## src/rtl/profile_readout_if.sv

```systemverilog
// rtl/profile_readout_if.sv - register bus between the CPU peripheral bus and profile_readout
interface profile_readout_if;
    logic [4:0]  address;
    logic        readEnable;
    logic        writeEnable;
    logic [31:0] writeData;
    logic [31:0] readData;
    logic        done;
    logic        busy;

    modport master (
        output address, readEnable, writeEnable, writeData,
        input  readData, done, busy
    );

    modport slave (
        input  address, readEnable, writeEnable, writeData,
        output readData, done, busy
    );
endinterface

```

## src/rtl/profile_readout.sv

```systemverilog
// rtl/profile_readout.sv - control and tear-free readout of four 64-bit profile counters
module profile_readout #(
    parameter int          NR_OF_COUNTERS = 4,
    parameter logic [31:0] RESET_MASK     = 32'h00000000
) (
    input  logic                           clock,
    input  logic                           reset,
    profile_readout_if.slave               bus,
    input  logic [64*NR_OF_COUNTERS-1:0]   counterValues,
    output logic [32*NR_OF_COUNTERS-1:0]   counterMasks,
    output logic [NR_OF_COUNTERS-1:0]      counterEnabled,
    output logic [NR_OF_COUNTERS-1:0]      counterPaused,
    output logic [NR_OF_COUNTERS-1:0]      resetCounter
);
    typedef enum logic [1:0] {IDLE, WAIT, CHECK} state_t;

    state_t      state;
    logic [1:0]  reqIndex;
    logic [2:0]  reqReg;
    logic [1:0]  snapIndex;
    logic [31:0] snapLo;
    logic [31:0] snapHi1;
    logic [31:0] snapHi [NR_OF_COUNTERS];
    logic [31:0] readDataReg;
    logic        doneReg;
    logic [63:0] reqValue;
    logic [63:0] snapValue;

    assign reqIndex  = bus.address[4:3];
    assign reqReg    = bus.address[2:0];
    assign reqValue  = counterValues[{reqIndex, 6'b0} +: 64];
    assign snapValue = counterValues[{snapIndex, 6'b0} +: 64];

    assign bus.readData = readDataReg;
    assign bus.done     = doneReg;
    assign bus.busy     = (state != IDLE);

    // Request decode, register file and the low-snapshot / high-recheck sequence.
    // The high word lags a low-word wrap by one cycle, so WAIT gives it time to
    // settle before CHECK compares it against the captured copy.
    always_ff @(posedge clock) begin
        if (reset) begin
            state          <= IDLE;
            snapIndex      <= '0;
            snapLo         <= '0;
            snapHi1        <= '0;
            readDataReg    <= '0;
            doneReg        <= 1'b0;
            counterMasks   <= {NR_OF_COUNTERS{RESET_MASK}};
            counterEnabled <= '0;
            counterPaused  <= '0;
            resetCounter   <= '0;
            for (int i = 0; i < NR_OF_COUNTERS; i++) begin
                snapHi[i] <= '0;
            end
        end else begin
            doneReg      <= 1'b0;
            resetCounter <= '0;
            case (state)
                IDLE: begin
                    if (bus.writeEnable) begin
                        doneReg     <= 1'b1;
                        readDataReg <= '0;
                        case (reqReg)
                            3'd0: begin
                                counterEnabled[reqIndex] <= bus.writeData[0];
                                counterPaused[reqIndex]  <= bus.writeData[1];
                                resetCounter[reqIndex]   <= bus.writeData[2];
                            end
                            3'd1: counterMasks[{reqIndex, 5'b0} +: 32] <= bus.writeData;
                            default: ;
                        endcase
                    end else if (bus.readEnable) begin
                        if (reqReg == 3'd2) begin
                            snapLo    <= reqValue[31:0];
                            snapHi1   <= reqValue[63:32];
                            snapIndex <= reqIndex;
                            state     <= WAIT;
                        end else begin
                            doneReg <= 1'b1;
                            case (reqReg)
                                3'd0:    readDataReg <= {30'b0, counterPaused[reqIndex], counterEnabled[reqIndex]};
                                3'd1:    readDataReg <= counterMasks[{reqIndex, 5'b0} +: 32];
                                3'd3:    readDataReg <= snapHi[reqIndex];
                                default: readDataReg <= '0;
                            endcase
                        end
                    end
                end
                WAIT: state <= CHECK;
                CHECK: begin
                    if (snapValue[63:32] == snapHi1) begin
                        snapHi[snapIndex] <= snapHi1;
                        readDataReg       <= snapLo;
                        doneReg           <= 1'b1;
                        state             <= IDLE;
                    end else begin
                        snapLo  <= snapValue[31:0];
                        snapHi1 <= snapValue[63:32];
                        state   <= WAIT;
                    end
                end
                default: state <= IDLE;
            endcase
        end
    end
endmodule

```

## src/flat_wrapper.sv

```systemverilog
// flat-port wrapper written by rule: the top's interface ports become plain ports
module profile_readout_flat 
#(
    parameter int          NR_OF_COUNTERS = 4,
    parameter logic [31:0] RESET_MASK     = 32'h00000000
)
  (clock, reset, counterValues, counterMasks, counterEnabled, counterPaused, resetCounter, bus_address, bus_readEnable, bus_writeEnable, bus_writeData, bus_readData, bus_done, bus_busy);
  profile_readout_if bus_i ();
  input  logic clock;
  input  logic reset;
  input  logic [64*NR_OF_COUNTERS-1:0] counterValues;
  output logic [32*NR_OF_COUNTERS-1:0] counterMasks;
  output logic [NR_OF_COUNTERS-1:0] counterEnabled;
  output logic [NR_OF_COUNTERS-1:0] counterPaused;
  output logic [NR_OF_COUNTERS-1:0] resetCounter;
  input wire logic [$bits(bus_i.address)-1:0] bus_address;
  input wire logic [$bits(bus_i.readEnable)-1:0] bus_readEnable;
  input wire logic [$bits(bus_i.writeEnable)-1:0] bus_writeEnable;
  input wire logic [$bits(bus_i.writeData)-1:0] bus_writeData;
  output wire logic [$bits(bus_i.readData)-1:0] bus_readData;
  output wire logic [$bits(bus_i.done)-1:0] bus_done;
  output wire logic [$bits(bus_i.busy)-1:0] bus_busy;
  assign bus_i.address = bus_address;
  assign bus_i.readEnable = bus_readEnable;
  assign bus_i.writeEnable = bus_writeEnable;
  assign bus_i.writeData = bus_writeData;
  assign bus_readData = bus_i.readData;
  assign bus_done = bus_i.done;
  assign bus_busy = bus_i.busy;
  profile_readout #(.NR_OF_COUNTERS(NR_OF_COUNTERS), .RESET_MASK(RESET_MASK)) u_core (.clock(clock), .reset(reset), .bus(bus_i), .counterValues(counterValues), .counterMasks(counterMasks), .counterEnabled(counterEnabled), .counterPaused(counterPaused), .resetCounter(resetCounter));
endmodule
```

## config.mk

```make
export PLATFORM = sky130hd
export DESIGN_NAME = profile_readout_flat
export DESIGN_NICKNAME = d
export VERILOG_FILES = /design/src/rtl/profile_readout_if.sv /design/src/rtl/profile_readout.sv /design/src/flat_wrapper.sv
export SDC_FILE = /design/constraint.sdc
export NUM_CORES = 1
export LEC_CHECK = 0
export ABC_AREA = 0
export BUFFER_PORTS_ARGS = -buffer_cell sky130_fd_sc_hd__buf_2
export CAP_MARGIN = 5
export CORE_MARGIN = 1
export CORE_UTILIZATION = 59
export DETAILED_ROUTE_END_ITERATION = 10
export MAX_ROUTING_LAYER = met4
export PLACE_DENSITY_LB_ADDON = 0.25
export SYNTH_ARGS = -nofsm -noshare
export SYNTH_HDL_FRONTEND = slang
export SYNTH_SLANG_ARGS = --single-unit
```

## constraint.sdc

```tcl
create_clock -name clock -period 6.79 [get_ports clock]
set_input_delay 0.3395 -clock clock [delete_from_list [all_inputs] [get_ports clock]]
set_output_delay 0.3395 -clock clock [all_outputs]
set_load 0.02 [all_outputs]
```

# ---- Yosys cells after proc, flatten, opt, wreduce, memory -nomap -nowiden
# Memories as Yosys holds them, arrays and structs flattened.
# Index checks and enable logic that the tools add are counted.
dict set report word_totals {
  romBits 0
  inputBits 297
  memories 1
  mem_bits_rw 128
  latchBits 0
  word_cells 92
  register_bits 241
  out_inout_bits 174
}
# name words width rd rd_clocked_by_memory_dff wr line
set memory_table {}
lappend memory_table {u_core.snapHi 4 32 1 0 4 profile_readout.sv:23} ;# logic [31:0] snapHi [NR_OF_COUNTERS];
dict set report op_classes {
  n_reduce_logical 13
  n_lt_le_gt_ge 2
  eq_ne 13
  add_sub_neg 1
  mul 0
  n_shift 5
  n_bitwise 4
  div 0
  muxes 43
}
# op count
set ops {}
lappend ops {{indexed part select 256 x 9 -> 64 bit} 2}
lappend ops {{2-to-1 mux 32 bit} 13}
lappend ops {{case mux 32 bit (2 select lines)} 3}
lappend ops {{bitwise mux 128 bit} 1}
lappend ops {{variable shift 32 x 9 -> 128 bit, first input constant} 1}
lappend ops {{indexed part select 128 x 8 -> 32 bit} 1}
lappend ops {{indexed part select 32 x 9 -> 128 bit} 1}
lappend ops {{case mux 32 bit (3 select lines)} 1}
lappend ops {{equality test 32 bit} 1}
lappend ops {{OR reduction 32 bit} 1}
lappend ops {{2-to-1 mux 1 bit} 14}
lappend ops {{negation 7 -> 9 bit} 1}
lappend ops {{AND reduction 3 bit} 3}
lappend ops {{bitwise mux 4 bit} 2}
lappend ops {{2-to-1 mux 2 bit} 4}
lappend ops {{AND reduction 4 bit} 2}
lappend ops {{equality test 3 x 2 -> 1 bit, second input constant} 2}
lappend ops {{!= test 2 bit, second input constant} 3}
lappend ops {{!= test 3 bit, second input constant} 2}
lappend ops {{case mux 2 bit (3 select lines)} 1}
lappend ops {{AND reduction 5 bit} 1}
lappend ops {{AND 4 bit} 1}
lappend ops {{binary-select mux 1 bit (select 2 bit)} 2}
lappend ops {{!= test 2 x 1 -> 1 bit, second input constant} 2}
lappend ops {{other kinds (13)} 16}

# ---- Longest topological paths before layout
# Gate-level depths: netlist (run 1).
dict set report logic_depth {
  depth_word 8
  ltp_mapped 11
}

# ---- Worst setup path after synthesis (run 1)
# OpenSTA, ideal clock, no wires.
dict set report synth_timing {
  kind {register -> register}
  start {reg u_core.snapIndex[1]}
  end {mem u_core.snapHi[1][0] (enable)}
  setup_slack_ns 3.375
  path_buffers 4
  period_less_slack_ns 3.415
  setup_time_ns 0.390
  t_arrival_ns 3.024
  path_stages_with_launch 11
  cell_sequence {dfxtp_1 > buf_2 > clkbuf_1 > mux4_2 > xnor2_1 > nand4_1 > nor4_2 > and2_1 > buf_2 > buf_2 > a41o_1}
}
# item line
set synth_lines {}
lappend synth_lines {{from (decl)} profile_readout.sv:20} ;# logic [1:0] snapIndex;
lappend synth_lines {{from (signal assigned)} profile_readout.sv:77} ;# snapIndex <= reqIndex;
lappend synth_lines {{to (decl)} profile_readout.sv:23}

==> metrics.yaml, run 1 <==
critical_path:
  end_kind: "flop"
  critPathSlowestCell: "a31o_2"
  worstPathRequired_ps: 6930
  critPathBufInv: 2
  crit_path_max_incr_delay_ps: 910
  crit_type: "reg2reg"
  cp_max_fo: 68
  startpoint_type: "flop"
  cpMostUsedCell: "buf_4"
  timing.reg2reg.setup_slack_ps: 1780
  crit_arrival_ps: 5140
  worstRegToRegCells: 8
  r2r-end: "u_core.snapHi[0][17]"
  cp_top_family: "buffers and inverters"
  crit-reg2reg-launch: "u_core.snapIndex[0]"
  path_cells: "mux4_2, xnor2_1, nand4_1, nor4_4, buf_4, and2_2, buf_4, a31o_2"
route:
  ant_nets: 0
  wirelength_microns: 64600
  drcViolationCount: 0
  via_per_inst: 6.64
  dr.pass1.iters: 6
  avgRoutedWirePerCell_microns: 24.3
  vias: 17600
  dr.first_iter.drc_count: 1857
cts:
  numCtsBuffers: 38
  clockBufferDepth: 3
  postCtsSetupBuffers: 0
  cts.htree.levels: 2
  clkLatencyLatePin_ps: 530
  path_clk_slew_ps: 60
  cts_tree: "yes"
  root_buffer: "clkbuf_16"
  ctsResizeCount: 0
  clock_sinks: 369
  hold_buffers: 0
synthesis:
  yosys-top-cells-area: "dfxtp_1 (24%), mux4_2 (22%), edfxtp_1 (19%)"
  synthCells: 1827
  ys_seq_area_share_pct: 43.8
  synth.top_cell.area_share_pct: 24.4
  syn_nets: 2131
  synth-seq-cells: 369
  synth_top_area_cell: "dfxtp_1"
  yosys_warnings: 0
  synth_area_sq_mm: 0.0198
  avgSynthCellArea_sq_um: 10.8
  yosysUniqueCellTypes: 36
floorplanning:
  dieArea_sq_mm: 0.0343
  ios: 471
  die_h_microns: 185
  start_util_pct: 60.4
  die_w_microns: 185
  core_sq_mm: 0.0328
  rows: 66
min_path:
  hp-class: "in2reg"
  hold-path-endpoint: "u_core.counterMasks[56]"
  min_from: "bus_writeData[24]"
  whs_path_depth: 3
sta:
  fin_crit_ps: 5010
  setup_ws_ps: 1780
  skew_ps: 18.1
  setup_viol: 0
  fin_tns_setup_ps: 0
  timing.slew.headroom_pct: 18.8
  max_freq_ghz: 0.200
  grt_setup_unrepaired: "no"
  tightestPinTransition_ps: 1220
  min_period_over_period_pct: 73.7
  slew_viol_final: 0
  hold_viol_final: 0
pwr:
  finalPower_uw: 5110
  p_leak_uw: 0.00865
  ir_drop_uv: 156
  power_density_mw_per_mm2: 217
placement:
  placed_area_sq_mm: 0.0223
  io_buffers: 470
  gp_congestion: 0.878
  dp_slack_ps: 1820
  placedCellCount: 2581
  hpwl_microns: 45300
layout:
  layout.cells.non_filler: 2654
  syn2layout_area_growth_pct: 19.2
  drive_gt1_share_pct: 37.3
  nNetsFinal: 2483
  postLayoutCellArea_sq_mm: 0.0236
outcome:
  status: "finished, final reports clean"
global_routing:
  first_global_vias: 16500
  antenna_found_initial: 5
  grt_pass1_wl_microns: 95600
  track_usage_pct: 37.7
  overflow: 0
  grt_max_degree: 96
run:
  cap_viol_max_count: 0
==> cell usage after synthesis <==
cell,n
buf_4,1
a21oi_1,170
a31o_2,3
nor3b_1,5
buf_1,14
a211oi_1,32
xnor2_1,32
nand3_1,136
dfxtp_1,241
o221ai_1,64
nor2_1,82
clkbuf_1,140
nand2b_1,4
nor2b_1,2
nor3_1,11
a41o_1,2
nand4b_1,1
edfxtp_1,128
ha_1,7
buf_6,5
inv_1,100
nor4_1,10
mux4_2,194
nand2_1,244
a311oi_1,32
nor4_2,20
nand4_1,11
and2_1,6
a211o_1,1
a31oi_1,2
nor3_2,30
and3_1,33
a22oi_1,30
a221oi_1,2
buf_2,30
mux2i_1,2
==> registers in the layout, summed over array words and instances, names as in the netlist, 4 cells and up <==
| name | cells |
|---|---|
| u_core.snapLo | 32 |
| u_core.snapHi1 | 32 |
| u_core.counterPaused | 4 |
| u_core.snapHi | 128 |
| u_core.counterEnabled | 4 |
| u_core.counterMasks | 128 |
| u_core.bus.readData | 32 |
| u_core.resetCounter | 4 |
==> layout by cell type (no fill, tap or decap), types with 8 or more instances in the layout <==
cell,count
and3_1,33
xnor2_1,32
a311oi_1,32
nor3_1,10
nor4_1,9
mux4_2,194
nor2_1,78
a22oi_1,30
clkbuf_16,39
dfxtp_1,239
clkbuf_1,8
nand4_1,11
inv_1,100
a21oi_1,170
nand3_1,136
buf_4,32
nor4_2,19
nand2_1,244
o221ai_1,64
buf_2,467
edfxtp_1,128
a211oi_1,32
nor3_2,31
==> layout make-up <==
class | count | area, sq um
antenna | 6 | 15.0
clock buffer | 52 | 1070
clock inverter | 15 | 236
fill | 2312 | 9180
inverter | 100 | 375
multi-input combinational | 1168 | 10100
sequential | 369 | 8680
tap | 442 | 553
timing repair buffer | 502 | 2610
==> report_power, final <==
part / internal [uW] / switching, uW
logic: 244 / 306
registers: 2330 / 28.8
clock network: 1340 / 866
==> worst register-to-register path, stage by stage, from the launching register on <==
cell	delay, ps
dfxtp_4	850
mux4_2	660
xnor2_1	390
nand4_1	230
nor4_4	300
buf_4	450
and2_2	260
buf_4	530
a31o_2	920
==> metrics by stage <==
stage	hold slack [ps]	utilization, %
floorplan	478	-
CTS	90.9	72.0
detailed placement	457	68.0
finish	99.6	72.0
global placement	447	68.0
global route	95.8	72.0
==> worst max-delay path by stage <==
stage                                   start              endpoint  cells after the start
final                     u_core.snapIndex[0]  u_core.snapHi[0][17]                      8
after global routing      u_core.snapIndex[0]  u_core.snapHi[0][30]                      8
after CTS                 u_core.snapIndex[0]  u_core.snapHi[0][17]                      8
after detailed placement  u_core.snapIndex[0]  u_core.snapHi[0][30]                      8
after global placement    u_core.snapIndex[0]  u_core.snapHi[0][27]                      8
after floorplan           u_core.snapIndex[1]   u_core.snapHi[1][0]                     10
==> logic make-up after synthesis <==
kind of cell    after synthesis  synth area share, %
buf+inv                     290                 5.89
simple gates                595                 15.0
fa+ha+maj                     7                0.442
flops                       369                 43.8
compound gates              338                 11.3
mux                         196                 22.2
xor+xnor                     32                 1.42
==> metal layers <==
metal | track usage (%) | wire (microns) | part of all wire, %
met5 | - | 0 | 0
met4 | 15.2 | 2750 | 4.3
met3 | 6.59 | 7210 | 11
met2 | 59.2 | 30900 | 48
met1 | 48.8 | 23800 | 37
(Power assumes the default switching activity.)
==> inputs of run 2 (changes only) <==
CORE_UTILIZATION = 55   (was 59)
clock period = 4.8 ns   (was 6.79 ns; I/O delays follow)
==> metrics.yaml, run 2 (synthesis results as in run 1) <==
critical_path:
  end_kind: "flop"
  critPathSlowestCell: "a211o_1"
  crit_arrival_ps: 4340  # -800 ps
  path_cells: "mux4_2, xnor2_1, nand4_1, nor4_4, buf_4, a211o_1, o221ai_1"
  startpoint_type: "flop"
  cp_max_fo: 38  # -44%
  worstRegToRegCells: 7  # -1
  critPathBufInv: 1  # -1
  crit_path_max_incr_delay_ps: 900  # about the same
  cp_top_family: "compound AO/OA/AOI/OAI gates"
  worstPathRequired_ps: 5140  # -1790 ps
  crit_type: "reg2reg"
  critical_path_depth: 7  # -1
min_path:
  hp-class: "in2reg"
  whs_path_depth: 3  # unchanged
floorplanning:
  core_sq_mm: 0.0355  # +8.2%
  die_w_microns: 192  # +3.5%
  rows: 69  # +4.5%
  start_util_pct: 55.8  # -4.6 points
  dieArea_sq_mm: 0.0368  # +7.2%
  ios: 471  # unchanged
  die_h_microns: 192  # +3.5%
placement:
  io_buffers: 470  # unchanged
  dp_slack_ps: 843  # -975 ps
  gp_congestion: 0.904  # +3.0%
  hpwl_microns: 45200  # -0.31%
cts:
  numCtsBuffers: 39  # +2.6%
  clkLatencyLatePin_ps: 530  # about the same
  root_buffer: "clkbuf_16"
  clock_sinks: 369  # unchanged
  cts.htree.levels: 2  # unchanged
  clockBufferDepth: 3  # unchanged
  cts_tree: "yes"
  path_clk_slew_ps: 60  # about the same
sta:
  hold_viol_final: 0  # unchanged
  setup_ws_ps: 808  # -976 ps
  max_freq_ghz: 0.251  # +25%
  fin_tns_setup_ps: 0  # unchanged
  hold_slack_ps: 6.09  # -93.6 ps
  grt_setup_unrepaired: "no"
  min_period_over_period_pct: 83.2  # +9.4 points
  skew_ps: 17.6  # -0.465 ps
  tightestPinTransition_ps: 1050  # -169 ps
  timing.slew.headroom_pct: 30.1  # +11 points
  fin_crit_ps: 3990  # -1010 ps
  slew_viol_final: 0  # unchanged
  setup_viol: 0  # unchanged
pwr:
  p_leak_uw: 0.00874  # +1.1%
  p_seq_share_pct: 45.9  # -0.2 points
  pwr-share-comb_pct: 10.8  # about the same
  p_sw_uw: 1700  # +42%
  p_int_uw: 5570  # +42%
  clkPwrFrac_pct: 43.4  # +0.3 points
  ir_drop_uv: 244  # +57%
  power_density_mw_per_mm2: 306  # +41%
  netSwitchingFraction_pct: 23.4  # -0.11 points
layout:
  final_cell_mix: "buf_2 (467), nand2_1 (244), dfxtp_1 (239)"
  top_regs: "u_core.counterMasks (128), u_core.snapHi (128)"
  utilization_pct: 67.0  # -5.0 points
  nNetsFinal: 2500  # +0.68%
  drive_gt1_share_pct: 37.4  # +0.086 points
  mostFrequentLayoutCell: "buf_2"
  syn2layout_area_growth_pct: 20.1
outcome:
  status: "finished, final reports clean"
global_routing:
  grt_max_degree: 89  # -7.3%
  overflow: 0  # unchanged
  track_usage_pct: 35.0  # -2.7 points
  first_global_vias: 16300  # -1.4%
  grt_pass1_wl_microns: 95200  # -0.37%
  antenna_found_initial: 6  # +1
route:
  dr.first_iter.drc_count: 2209  # +19%
  via_per_inst: 6.42  # -3.4%
  avgRoutedWirePerCell_microns: 23.9  # -1.8%
  vias: 17300  # -1.9%
  dr.pass1.iters: 6  # unchanged
  drcViolationCount: 0  # unchanged
  wirelength_microns: 64400  # -0.39%
  ant_nets: 0  # unchanged
run:
  cap_viol_max_count: 0  # unchanged
==> run 2: cell count changes in the layout (fill, tap and decap cells not counted), sizes merged <==
cell / before / now
diode: 6 / 7
dlygate4sd3: 0 / 8
clkinv: 6 / 10
clkinvlp: 2 / 1
buf: 501 / 509
==> run 2: worst paths after layout <==
| path | slack [ps] | endpoint | from |
|---|---|---|---|
| hold / removal | 6 | u_core.counterMasks[99] | bus_writeData[3] |
| setup / recovery | 810 | u_core.snapHi1[9] | u_core.snapIndex[0] |
| setup reg to reg | 810 | u_core.snapHi1[9] | u_core.snapIndex[0] |
| hold reg to reg | 460 | u_core.counterMasks[84] | u_core.counterMasks[84] |
==> run 2: stage by stage <==
| stage | area [sq um] | total power (uW) | std cells |
|---|---|---|---|
| 3_5_place_dp | 22400 | 4170 | 2608 |
| 3_3_place_gp | 22400 | 4160 | 2608 |
| 5_1_grt | 23800 | 7460 | 2692 |
| 6_report | 23800 | 7270 | 2693 |
| 2_1_floorplan | 19800 | 3850 | 1827 |
| 4_1_cts | 23800 | 7270 | 2686 |
==> run 2: worst register-to-register path: cells and delay by family (launching register included) <==
kind | cells | cell delay [ps]
AO/OA/AOI/OAI | 2 | 1140
XOR/XNOR | 1 | 300
buffers and inverters | 1 | 470
flip-flops | 1 | 750
multiplexers | 1 | 630
AND/OR/NAND/NOR | 2 | 550
==> run 2: repair_timing <==
| action | in CTS | in global routing |
|---|---|---|
| buffers inserted | 0 | 0 |
| endpoints found under the hold margin | 15 | 0 |
| gates resized for setup | 0 | 0 |
| hold buffers | 8 | 0 |
==> run 2: power groups by stage <==
stage	clock network (uW)	registers (uW)	logic (uW)
floorplan	0	3410	443
global placement	0	3400	757
detailed placement	0	3400	768
CTS	3160	3330	776
global route	3290	3340	829
finish	3150	3340	782
==> run 2: layer usage <==
layer | routed length [microns] | share of wire [%] | track usage, % | vias to the layer above
met4 | 2100 | 3.3 | 12.2 | 0
met2 | 31400 | 49 | 55.2 | 1015
met3 | 6320 | 9.8 | 5.15 | 116
met1 | 24500 | 38 | 46.3 | 8509
li1 | - | - | - | 7645
met5 | 0 | 0 | - | -
==> run 2: area by class of cell <==
class | instances | area, sq um
clock inverters | 18 | 240
clock buffers | 52 | 1090
fillers | 2699 | 11700
inverters | 100 | 375
flip-flops and latches | 369 | 8680
well taps | 461 | 577
diodes | 7 | 17.5
repair buffers | 518 | 2750
multi-input cells | 1168 | 10100
